## src/rtl/mem_wb_stage.sv

```systemverilog
// MEM stage of the five-stage MIPS pipeline: drives the data-cache request,
// stalls until dhit, registers the MEM/WB fields and sequences HALT.
module mem_wb_stage #(
  parameter int unsigned STALLCNT_W = 16
) (
  input  logic                  CLK,
  input  logic                  RST,
  input  logic [1:0]            memtoreg,
  input  logic                  regwrite,
  input  logic                  dmemREN,
  input  logic                  dmemWEN,
  input  logic                  halt,
  input  logic [31:0]           rdat2,
  input  logic [31:0]           npc,
  input  logic [31:0]           aluResult,
  input  logic [4:0]            branchDest,
  input  logic [31:0]           upper16,
  input  logic                  dhit,
  input  logic [31:0]           dmemload,
  output logic [31:0]           dmemaddr,
  output logic [31:0]           dmemstore,
  output logic                  dmemREN_out,
  output logic                  dmemWEN_out,
  output logic                  mem_stall,
  output logic                  wb_regwrite,
  output logic [4:0]            wb_wsel,
  output logic [31:0]           wb_wdat,
  output logic                  wb_halt,
  output logic [STALLCNT_W-1:0] stall_cycles
);

  typedef enum logic [1:0] {
    IDLE   = 2'd0,
    BUSY   = 2'd1,
    HALTED = 2'd2
  } state_t;

  state_t                  state_q, state_d;
  logic                    wb_regwrite_q, wb_regwrite_d;
  logic [4:0]              wb_wsel_q, wb_wsel_d;
  logic [31:0]             wb_wdat_q, wb_wdat_d;
  logic                    wb_halt_q, wb_halt_d;
  logic [STALLCNT_W-1:0]   stall_q, stall_d;

  logic                    req;
  logic [31:0]             wdat_sel;

  // Request and stall are combinational so the cache sees them this cycle
  always_comb begin
    req         = (dmemREN | dmemWEN) & (state_q != HALTED) & ~RST;
    dmemWEN_out = req & dmemWEN;
    dmemREN_out = req & dmemREN & ~dmemWEN;
    mem_stall   = req & ~dhit;
    dmemaddr    = {aluResult[31:2], 2'b00};
    dmemstore   = rdat2;
  end

  always_comb begin
    wdat_sel = aluResult;
    case (memtoreg)
      2'd0:    wdat_sel = aluResult;
      2'd1:    wdat_sel = dmemload;
      2'd2:    wdat_sel = npc;
      default: wdat_sel = upper16;
    endcase
  end

  // Next-state, MEM/WB capture and saturating stall counter
  always_comb begin
    state_d       = state_q;
    wb_regwrite_d = wb_regwrite_q;
    wb_wsel_d     = wb_wsel_q;
    wb_wdat_d     = wb_wdat_q;
    wb_halt_d     = wb_halt_q;
    stall_d       = stall_q;

    case (state_q)
      IDLE: begin
        if (halt && !mem_stall)  state_d = HALTED;
        else if (req && !dhit)   state_d = BUSY;
      end
      BUSY: begin
        if (halt && !mem_stall)  state_d = HALTED;
        else if (dhit)           state_d = IDLE;
      end
      default: state_d = HALTED;
    endcase

    if (state_q == HALTED) begin
      wb_regwrite_d = 1'b0;
    end else if (mem_stall) begin
      // Bubble: hold sel/data but suppress the write so it is not repeated
      wb_regwrite_d = 1'b0;
    end else begin
      wb_regwrite_d = regwrite;
      wb_wsel_d     = branchDest;
      wb_wdat_d     = wdat_sel;
      wb_halt_d     = halt;
    end

    if (mem_stall && (stall_q != '1)) begin
      stall_d = stall_q + STALLCNT_W'(1);
    end
  end

  always_ff @(posedge CLK) begin
    if (RST) begin
      state_q       <= IDLE;
      wb_regwrite_q <= 1'b0;
      wb_wsel_q     <= 5'd0;
      wb_wdat_q     <= 32'd0;
      wb_halt_q     <= 1'b0;
      stall_q       <= '0;
    end else begin
      state_q       <= state_d;
      wb_regwrite_q <= wb_regwrite_d;
      wb_wsel_q     <= wb_wsel_d;
      wb_wdat_q     <= wb_wdat_d;
      wb_halt_q     <= wb_halt_d;
      stall_q       <= stall_d;
    end
  end

  assign wb_regwrite  = wb_regwrite_q;
  assign wb_wsel      = wb_wsel_q;
  assign wb_wdat      = wb_wdat_q;
  assign wb_halt      = wb_halt_q;
  assign stall_cycles = stall_q;

endmodule

```

## config.mk

```make
export PLATFORM = sky130hd
export DESIGN_NAME = mem_wb_stage
export DESIGN_NICKNAME = d
export VERILOG_FILES = /design/src/rtl/mem_wb_stage.sv
export SDC_FILE = /design/constraint.sdc
export NUM_CORES = 1
export LEC_CHECK = 0
export ABC_AREA = 1
export BUFFER_PORTS_ARGS = -buffer_cell sky130_fd_sc_hd__buf_2
export CAP_MARGIN = 20
export CORE_AREA = 2 2 113 115
export DETAILED_ROUTE_END_ITERATION = 10
export DIE_AREA = 0 0 115 117
export PLACE_DENSITY = 0.74
export REMOVE_ABC_BUFFERS = 1
export SLEW_MARGIN = 20
export SYNTH_ARGS = -nofsm -noshare
export SYNTH_HDL_FRONTEND = slang
export SYNTH_SLANG_ARGS = --single-unit
export TNS_END_PERCENT = 10
```

## constraint.sdc

```tcl
create_clock -name CLK -period 1.6 [get_ports CLK]
set_input_delay 0.48 -clock CLK [delete_from_list [all_inputs] [get_ports CLK]]
set_output_delay 0.48 -clock CLK [all_outputs]
set_load 0.02 [all_outputs]
```

==> results_dict.tcl <==
set metrics [dict create \
    status "complete, no violations" \
    wl_per_cell_microns 14.7 \
    setup_viol 0 \
    cellLeakagePower_nw 2.56 \
    crit_path_end_kind "primary output" \
    grt_usage 0.191 \
    n_antenna_cell 0 \
    ios 296 \
    fp.dieW_microns 115 \
    dr.pass1.iters 4 \
    antenna_found_initial 0 \
    period_share 0.985 \
    syn_to_final_growth_pct 41.0 \
    cts_made_buffers 9 \
    start_kind "flip-flop" \
    place_inst 877 \
    wl_mm 13.1 \
    gp_congestion 0.802 \
    yosysUniqueCellTypes 28 \
    cts_root_buf "clkbuf_16" \
    cts_tree "done" \
    ys.flop_type "dfxtp_1" \
    synth.area.top_cells "dfxtp_1 (31%), nand2_1 (15%), buf_4 (14%)" \
    fp.dieH_microns 117 \
    skew_ps 7.32 \
    dpl.hpwl_mm 10.7 \
    avgSynthCellArea_sq_um 6.62 \
    initial_core_util 0.295 \
    clkSinkCount 57 \
    ys_seq_area_frac 0.314 \
    ys_warn_count 0 \
    design.die.area_sq_um 13500 \
    clk_pin_slew_ps 50 \
    hold_violations 0 \
    synthTopCellsByCount "nand2_1 (147), a21oi_1 (68), buf_4 (68), dfxtp_1 (57), o21ai_0 (47)" \
    fin_nets 914 \
    vias_per_cell 4.69 \
    synth_top_area_cell "dfxtp_1" \
    rsz0062_at_grt "yes" \
    cts_max_level 3 \
    drt_iter0_markers 193 \
    period_needed_ps 1580 \
    syn_inst 548 \
    vias 4193 \
    grt_max_degree 47 \
    grt_pass1_vias 3789 \
    synth_async_sr_flop_share 0 \
    clock_path_buffers 2 \
    slew_violations 0 \
    drc 0 \
    core-area_sq_um 12300 \
    clock_latency_ps 320 \
    hp-class "in -> reg" \
    synth-seq-cells 57 \
    clock.fmax_mhz 634 \
    postCtsHoldBufs 0 \
    stdcell_count 894 \
    netlist_area_sq_um 3630 \
    maxCapViolCount 0 \
    drive_above_1_share 0.421 \
    num_rows 41 \
    synth.most_common_cell "nand2_1" \
    grt_pass1_wl_mm 19.3 \
    path_class "reg -> out" \
    grt_overflow_total 0 \
    synth_edf_count 0 \
    peakVddDrop_v 0.000498 \
    worst_ep_arrival_time_ps 1100 \
    synth_top_cell_area_share 0.314 \
    port-buffer-count 229 \
    finalPower_mw 4.91 \
    cp.required_ps 1120 \
    power_density_nw_per_um2 959 \
    final_antenna_net_count 0 \
    crit_fanout 3 \
]
-- report_power, final --
part,total [mW],switching (mW),internal [mW]
logic,1.06,0.637,0.420
registers,1.58,0.0518,1.53
clock network,2.27,0.658,1.61
total,4.91,1.35,3.56
-- metrics by stage --
stage | util | area, sq um | setup WS (ps) | setup TNS (ps) | hold WS (ps)
global route | 0.416 | 5120 | -34.7 | -41.0 | 392
global placement | 0.382 | 4710 | -62.2 | -564 | 453
CTS | 0.414 | 5090 | -3.93 | -3.93 | 366
detailed placement | 0.382 | 4710 | -99.3 | -757 | 455
floorplan | - | 3020 | -390 | -13130 | 443
finish | 0.416 | 5120 | 23.7 | 0 | 381
-- cells in the final DEF, fill, tap and decap left out, types with 2 or more instances in the layout --
| master | instances |
|---|---|
| buf_2 | 226 |
| nand2_1 | 146 |
| a21oi_1 | 68 |
| dfxtp_1 | 56 |
| o21ai_0 | 47 |
| nand3_1 | 39 |
| nor2_1 | 36 |
| buf_4 | 36 |
| inv_1 | 19 |
| clkbuf_16 | 9 |
| a21oi_2 | 7 |
| nor2_4 | 5 |
| nor2_2 | 5 |
| buf_12 | 5 |
| nand2_2 | 4 |
| nand4_1 | 4 |
| inv_2 | 3 |
| and2_1 | 3 |
| xor2_1 | 3 |
| a22o_1 | 3 |
| bufinv_16 | 3 |
| nand2_4 | 2 |
| conb_1 | 2 |
| clkbuf_8 | 2 |
-- critical path: stages, from the launching register on --
cell	delay [ps]
dfxtp_2	330
inv_2	40
nand2_4	80
nand3_4	90
nor2_1	90
buf_4	140
-- cell type report --
type / count / area, sq um
tap: 150 / 188
fill: 1336 / 7190
clock inverter: 4 / 98.8
sequential: 57 / 1140
timing repair buffer: 268 / 1510
multi-input combinational: 380 / 1830
clock buffer: 12 / 256
inverter: 23 / 93.8
-- routing by layer --
layer / vias up / global-route usage / part of all wire
met5: - / 0.0481 / 0.0058
met4: 2 / 0.0482 / 0.0074
met3: 11 / 0.0911 / 0.11
met2: 217 / 0.295 / 0.44
met1: 1844 / 0.236 / 0.43
li1: 2119 / - / -
-- final timing paths --
path	from	to	slack, ps	cells past startpoint
hold reg to reg	state_q[0]	state_q[0]	480	2
setup / recovery	state_q[0]	dmemWEN_out	20	5
hold / removal	regwrite	wb_regwrite	380	3
setup reg to reg	stall_cycles[0]	stall_cycles[9]	120	10
-- registers in the layout, summed over array words and instances, names as in the netlist --
signal / cells
state_q: 2
wb_wsel: 5
wb_regwrite: 1
stall_cycles: 16
wb_wdat: 32
wb_halt: 1
-- kinds of logic after synthesis --
| logic type | after synthesis | synth area share |
|---|---|---|
| xor gates and xnor gates | 3 | 0.00724 |
| buffers and inverters | 112 | 0.194 |
| other | 1 | 0.00103 |
| adders and majority gates | 1 | 0.00345 |
| AOI/OAI and AO/OA | 128 | 0.188 |
| DFF | 57 | 0.314 |
| and+or+nand+nor | 246 | 0.292 |
-- timing repair --
item                       4_1_cts  5_1_grt
setup endpoints to repair        3       16
pin swaps                        2        2
resized for setup                7        8
cloned                           0        0
buffers inserted                 1        0
(Power assumes the default switching activity.)
